[src/rtl/move_cmd_exec_pkg.sv]
// move_cmd_exec_pkg: opcodes and compass headings shared by the command producers and the executor
package move_cmd_exec_pkg;
    typedef enum logic [3:0] {OP_CAL = 4'h0, OP_MOVE = 4'h2, OP_MOVE_FF = 4'h3} opcode_t;
    localparam logic [7:0] HDG_N = 8'h00, HDG_W = 8'h3F, HDG_S = 8'h7F, HDG_E = 8'hBF;
    function automatic logic [11:0] hdg_expand(input logic [7:0] h);
        return (h == 8'h00) ? 12'h000 : {h, 4'hF};
    endfunction
endpackage

[src/rtl/move_cmd_exec_line_counter.sv]
// move_cmd_exec_line_counter: synchronises cntrIR and counts its rising edges, with clear
module move_cmd_exec_line_counter (
    input  logic       clk,
    input  logic       rst_n,
    input  logic       cntrIR,
    input  logic       clr,
    output logic [4:0] lines
);
    logic [2:0] sync;
    always_ff @(posedge clk or negedge rst_n)
        if (!rst_n) begin
            sync  <= '0;
            lines <= '0;
        end else begin
            sync  <= {sync[1:0], cntrIR};
            lines <= clr ? 5'd0 : lines + 5'(sync[1] & ~sync[2]);
        end
endmodule

[src/rtl/move_cmd_exec.sv]
// move_cmd_exec: takes one command from the command mux and runs calibrate or turn-then-drive
module move_cmd_exec
    import move_cmd_exec_pkg::*;
#(
    parameter logic       FAST_SIM   = 1'b1,
    parameter logic [9:0] MAX_SPD    = 10'h2A0,
    parameter logic [11:0] HDG_THRESH = 12'd30
) (
    input  logic        clk,
    input  logic        rst_n,
    input  logic [15:0] cmd,
    input  logic        cmd_rdy,
    output logic        clr_cmd_rdy,
    output logic        send_resp,
    output logic        strt_cal,
    input  logic        cal_done,
    input  logic        heading_rdy,
    input  logic [11:0] error,
    input  logic        cntrIR,
    output logic [11:0] dsrd_hdg,
    output logic [9:0]  frwrd,
    output logic        moving,
    output logic        fanfare_go
);
    typedef enum logic [2:0] {IDLE, CAL, HDG, RAMP, DECEL, DONE} state_t;
    localparam logic [9:0] STEP  = FAST_SIM ? 10'h020 : 10'h003;
    localparam logic [9:0] STEP2 = {STEP[8:0], 1'b0};
    state_t      state, nxt;
    logic [3:0]  op, squares;
    logic [4:0]  lines;
    logic [12:0] err_abs;
    logic [10:0] up;
    logic        is_move, settled, clr_lines;
    assign is_move = (cmd[15:12] == OP_MOVE) || (cmd[15:12] == OP_MOVE_FF);
    // widened to 13 bits so that -2048 has a representable magnitude
    assign err_abs = error[11] ? -{1'b1, error} : {1'b0, error};
    assign settled = err_abs < {1'b0, HDG_THRESH};
    assign up      = {1'b0, frwrd} + {1'b0, STEP};
    move_cmd_exec_line_counter u_lines (
        .clk    (clk),
        .rst_n  (rst_n),
        .cntrIR (cntrIR),
        .clr    (clr_lines),
        .lines  (lines)
    );
    always_comb begin
        nxt         = state;
        clr_cmd_rdy = 1'b0;
        send_resp   = 1'b0;
        fanfare_go  = 1'b0;
        moving      = 1'b0;
        clr_lines   = 1'b0;
        case (state)
            IDLE: if (cmd_rdy && rst_n) begin
                clr_cmd_rdy = 1'b1;
                nxt = (cmd[15:12] == OP_CAL) ? CAL : is_move ? HDG : IDLE;
            end
            CAL: if (cal_done) begin
                send_resp = 1'b1;
                nxt = IDLE;
            end
            HDG: begin
                moving = 1'b1;
                if (heading_rdy && settled) begin
                    clr_lines = 1'b1;
                    nxt = (squares == 4'd0) ? DONE : RAMP;
                end
            end
            RAMP: begin
                moving = 1'b1;
                nxt = (lines == {squares, 1'b0}) ? DECEL : RAMP;
            end
            DECEL: begin
                moving = 1'b1;
                nxt = (frwrd == 10'h000) ? DONE : DECEL;
            end
            DONE: begin
                send_resp  = 1'b1;
                fanfare_go = (op == OP_MOVE_FF);
                nxt = IDLE;
            end
            default: nxt = IDLE;
        endcase
    end
    always_ff @(posedge clk or negedge rst_n)
        if (!rst_n) begin
            state    <= IDLE;
            op       <= 4'h0;
            squares  <= 4'h0;
            dsrd_hdg <= 12'h000;
            frwrd    <= 10'h000;
            strt_cal <= 1'b0;
        end else begin
            state    <= nxt;
            strt_cal <= clr_cmd_rdy && (cmd[15:12] == OP_CAL);
            if (clr_cmd_rdy) begin
                op      <= cmd[15:12];
                squares <= cmd[3:0];
            end
            if (clr_cmd_rdy && is_move)
                dsrd_hdg <= hdg_expand(cmd[11:4]);
            if (heading_rdy && state == RAMP)
                frwrd <= (up > {1'b0, MAX_SPD}) ? MAX_SPD : up[9:0];
            else if (heading_rdy && state == DECEL)
                frwrd <= (frwrd > STEP2) ? frwrd - STEP2 : 10'h000;
        end
endmodule

[config.mk]
export PLATFORM = sky130hd
export DESIGN_NAME = move_cmd_exec
export DESIGN_NICKNAME = d
export VERILOG_FILES = /design/src/rtl/move_cmd_exec_pkg.sv /design/src/rtl/move_cmd_exec_line_counter.sv /design/src/rtl/move_cmd_exec.sv
export SDC_FILE = /design/constraint.sdc
export NUM_CORES = 1
export LEC_CHECK = 0
export ABC_AREA = 1
export CORE_MARGIN = 3
export CORE_UTILIZATION = 30
export CTS_BUF_LIST = sky130_fd_sc_hd__clkbuf_8
export DETAILED_ROUTE_END_ITERATION = 8
export GPL_ROUTABILITY_DRIVEN = 0
export GPL_TIMING_DRIVEN = 1
export SYNTH_ARGS = -nofsm -noshare
export SYNTH_HDL_FRONTEND = slang
export SYNTH_SLANG_ARGS = --single-unit
[constraint.sdc]
create_clock -name clk -period 2.2 [get_ports clk]
set_clock_uncertainty 0.2 [all_clocks]
set_input_delay 0.22 -clock clk [delete_from_list [all_inputs] [get_ports clk]]
set_output_delay 0.22 -clock clk [all_outputs]
set_load 0.005 [all_outputs]
==> summary.md <==
| Metric | Value |
|---|---|
| Status | finished, final reports clean |
| Worst Hold Class | flip-flop to flip-flop |
| Congestion Overflow GR | 0 |
| CP endpoint kind | output pin |
| Period utilisation layout | a little over nine tenths |
| Layout cells sized above 1 | a little under an eighth |
| Via Count | roughly 2000 |
| Startpoint Class | flip-flop |
| CTS buffer count | 5 |
| Wire per inst | around 11 um |
| Antenna cells | 0 |
| Tot Pwr | between 2 and 3 mW |
| Drt pass-1 iters | 4 |
| Post-CTS Setup Inserts | 0 |
| Clock Tree Root | clkbuf_8 |
| Syn Area/Cell | around 7.4 um^2 |
| Seq cells post-synth | 34 |
| Most frequent cells in the layout | 78 x nand2_1, 55 x clkdlybuf4s50_1, 37 x inv_1 |
| Leakage power | between 1 and 1.5 nW |
| Die area | between 0.008 and 0.009 mm^2 |
| Final #Nets | slightly above 400 |
| Initial antenna violation count | 0 |
| Fillcell total | about 730 |
| Core ar. | ~0.0070 mm^2 |
| HPWL Detailed | around 4.0 mm |
| Pins Over Slew Limit | 0 |
| H-tree depth | 2 |
| # Max-Cap Violations | 0 |
| Synth warn | 0 |
| Fmax | 0.475 GHz |
| Fin crit period | roughly 2.1 ns |
| Setup violators final | 0 |
| Combined flip-flop and latch cell area | around 850 um^2 |
| Crit path max fanout | 5 |
| Initial core utilization | between 30% and 40% |
| RSZ-0062 raised after global routing | false |
| Final Util | between 40 and 50% |
| CTS max path bufs | 2 |
| Total GRT Usage | about an eighth |
| Multi-input logic area | roughly 0.0012 mm^2 |
| DRT iter0 DRCs | between 40 and 50 |
| Sequential fraction of the synthesis area | a little under two fifths |
| Boundary Pins | between 60 and 70 |
| Distinct cells, synth | 34 |
| Post-route DRC violation count | 0 |
| Synthesis-to-layout area growth | 33.2% |
| Die W | 92.3 um |
| PD cells | roughly 990 mW/mm^2 |
| Worst skew pair latency | roughly 0.28 ns |
| Final setup TNS | 0 ns |
| Worst Setup Path Type | flip-flop to output pin |
| Largest net degree at the start of global routing | 35 |
| Vias per cell | approximately 4.4 |
| CTS sink count | 34 |
| Reg clk slew, reported paths | approximately 0.06 ns |
| IO Port Bufs | 55 |
| Main synth FF type | dfrtp_1 |
| Post-route ant nets | 0 |
| Global-route wire length before repair | about 8.3 mm |
| Synthesized area | roughly 0.0022 mm^2 |
| FFs w/ async S/R, synth | 100% |
| Req. time, crit path | between 1.5 and 2 ns |
| Cells after synthesis | 300 |
| Post-synth EDFFs | 0 |
| Worst Path Arrival | between 1.5 and 2 ns |
| Final WL | 4.98 mm |
| Vias in the first global route | 1804 |
| Die Y | 92.3 um |
| Std-Cell Rows | 30 |
| VDD IR max | 0.000350 V |
| CTS tree | done |
| Commonest non-fill, non-tap cell in the layout | nand2_1 |
| Fin. Hold Viols | 0 |
-- metal layers --
metal	track usage [%]	vias up	part of all wire, %
met5	0	-	0
met4	3.34	0	0.74
met3	3.01	4	4.3
met2	17.8	42	45
met1	16.8	886	50
li1	-	1067	-
-- Yosys cell counts (3+ instances only) --
| library cell | number | area share, % |
|---|---|---|
| o21ai_1 | 6 | 1.3 |
| nor3_4 | 3 | 2.2 |
| buf_4 | 10 | 3.4 |
| inv_1 | 35 | 5.9 |
| inv_2 | 4 | 0.67 |
| nand4_1 | 3 | 0.84 |
| o21ai_0 | 15 | 3.4 |
| nor3_1 | 3 | 0.67 |
| nand2_2 | 5 | 1.4 |
| nand2_1 | 79 | 13 |
| mux2_2 | 3 | 1.5 |
| ha_1 | 8 | 4.5 |
| nand3_1 | 14 | 3.1 |
| dfrtp_1 | 34 | 38 |
| xor2_1 | 5 | 2.0 |
| a21oi_1 | 9 | 2.0 |
| nor2_1 | 36 | 6.0 |
| nor2_2 | 6 | 1.7 |
-- final timing paths --
| kind | from | to | slack, ns | cells after the start |
|---|---|---|---|---|
| hold reg to reg | u_lines.sync[0] | u_lines.sync[1] | 0.16 | 0 |
| max in group asynchronous | rst_n | state[2] | 1.20 | 2 |
| setup / recovery | state[2] | clr_cmd_rdy | 0.09 | 4 |
| setup reg to reg | frwrd[7] | frwrd[7] | 0.34 | 8 |
| min in group asynchronous | rst_n | u_lines.sync[1] | 0.27 | 2 |
| hold / removal | u_lines.sync[0] | u_lines.sync[1] | 0.16 | 0 |
-- report_power, final --
group | internal, mW | switching [mW] | total, mW
clock | 0.208 | 0.205 | 0.413
combinational | 0.720 | 0.717 | 1.44
sequential | 0.882 | 0.226 | 1.11
-- critical path, cell delays in order, from the launching register on --
cell and delay [ns]:
dfrtp_2 0.46, inv_1 0.14, nand2_2 0.13, nor2_2 0.14, clkdlybuf4s50_1 0.53
-- metrics by stage --
stage / instance area, um^2 / hold WS (ns) / std cells / setup slack (ns)
2_1_floorplan: 2250 / -0.276 / 304 / 0.499
3_3_place_gp: 2890 / 0.138 / 451 / 0.0762
3_5_place_dp: 2890 / 0.138 / 451 / 0.0382
4_1_cts: 2970 / 0.158 / 458 / 0.0107
5_1_grt: 2980 / 0.180 / 458 / 0.000406
6_report: 2980 / 0.156 / 458 / 0.0926
-- timing repair --
| action | 4_1_cts | 5_1_grt |
|---|---|---|
| endpoints found under the setup margin | 0 | 2 |
| gates resized for setup | 0 | 5 |
| hold buffers | 0 | 0 |
-- logic make-up (layout without fill, tap and decap cells) --
logic type / Yosys count / in the layout / share of synthesized area (%)
DFF: 34 / 34 / 38.1
xor gates and xnor gates: 7 / 7 / 2.74
other: 1 / 5 / 0.168
muxes: 3 / 3 / 1.51
and+or+nand+nor: 155 / 155 / 31.6
buffers and inverters: 49 / 107 / 9.91
AOI/OAI and AO/OA: 43 / 43 / 11.5
adders and majority gates: 8 / 8 / 4.48
-- layout make-up --
type                            count  share of cell area [%]
Multi-Input combinational cell    221                    39.8
Sequential cell                    34                    28.7
Timing Repair Buffer               61                    20.0
Inverter                           39                    4.92
Tap cell                           96                    4.04
Clock buffer                        5                    2.31
Clock inverter                      2                   0.252
-- registers in the layout, indices dropped and copies added, names as in the netlist --
name and flops:
strt_cal 1, state 3, op 4, squares 4
u_lines.lines 5, frwrd 5, u_lines.sync 3, dsrd_hdg 9
Note: power is estimated with default switching activity, not from simulation.
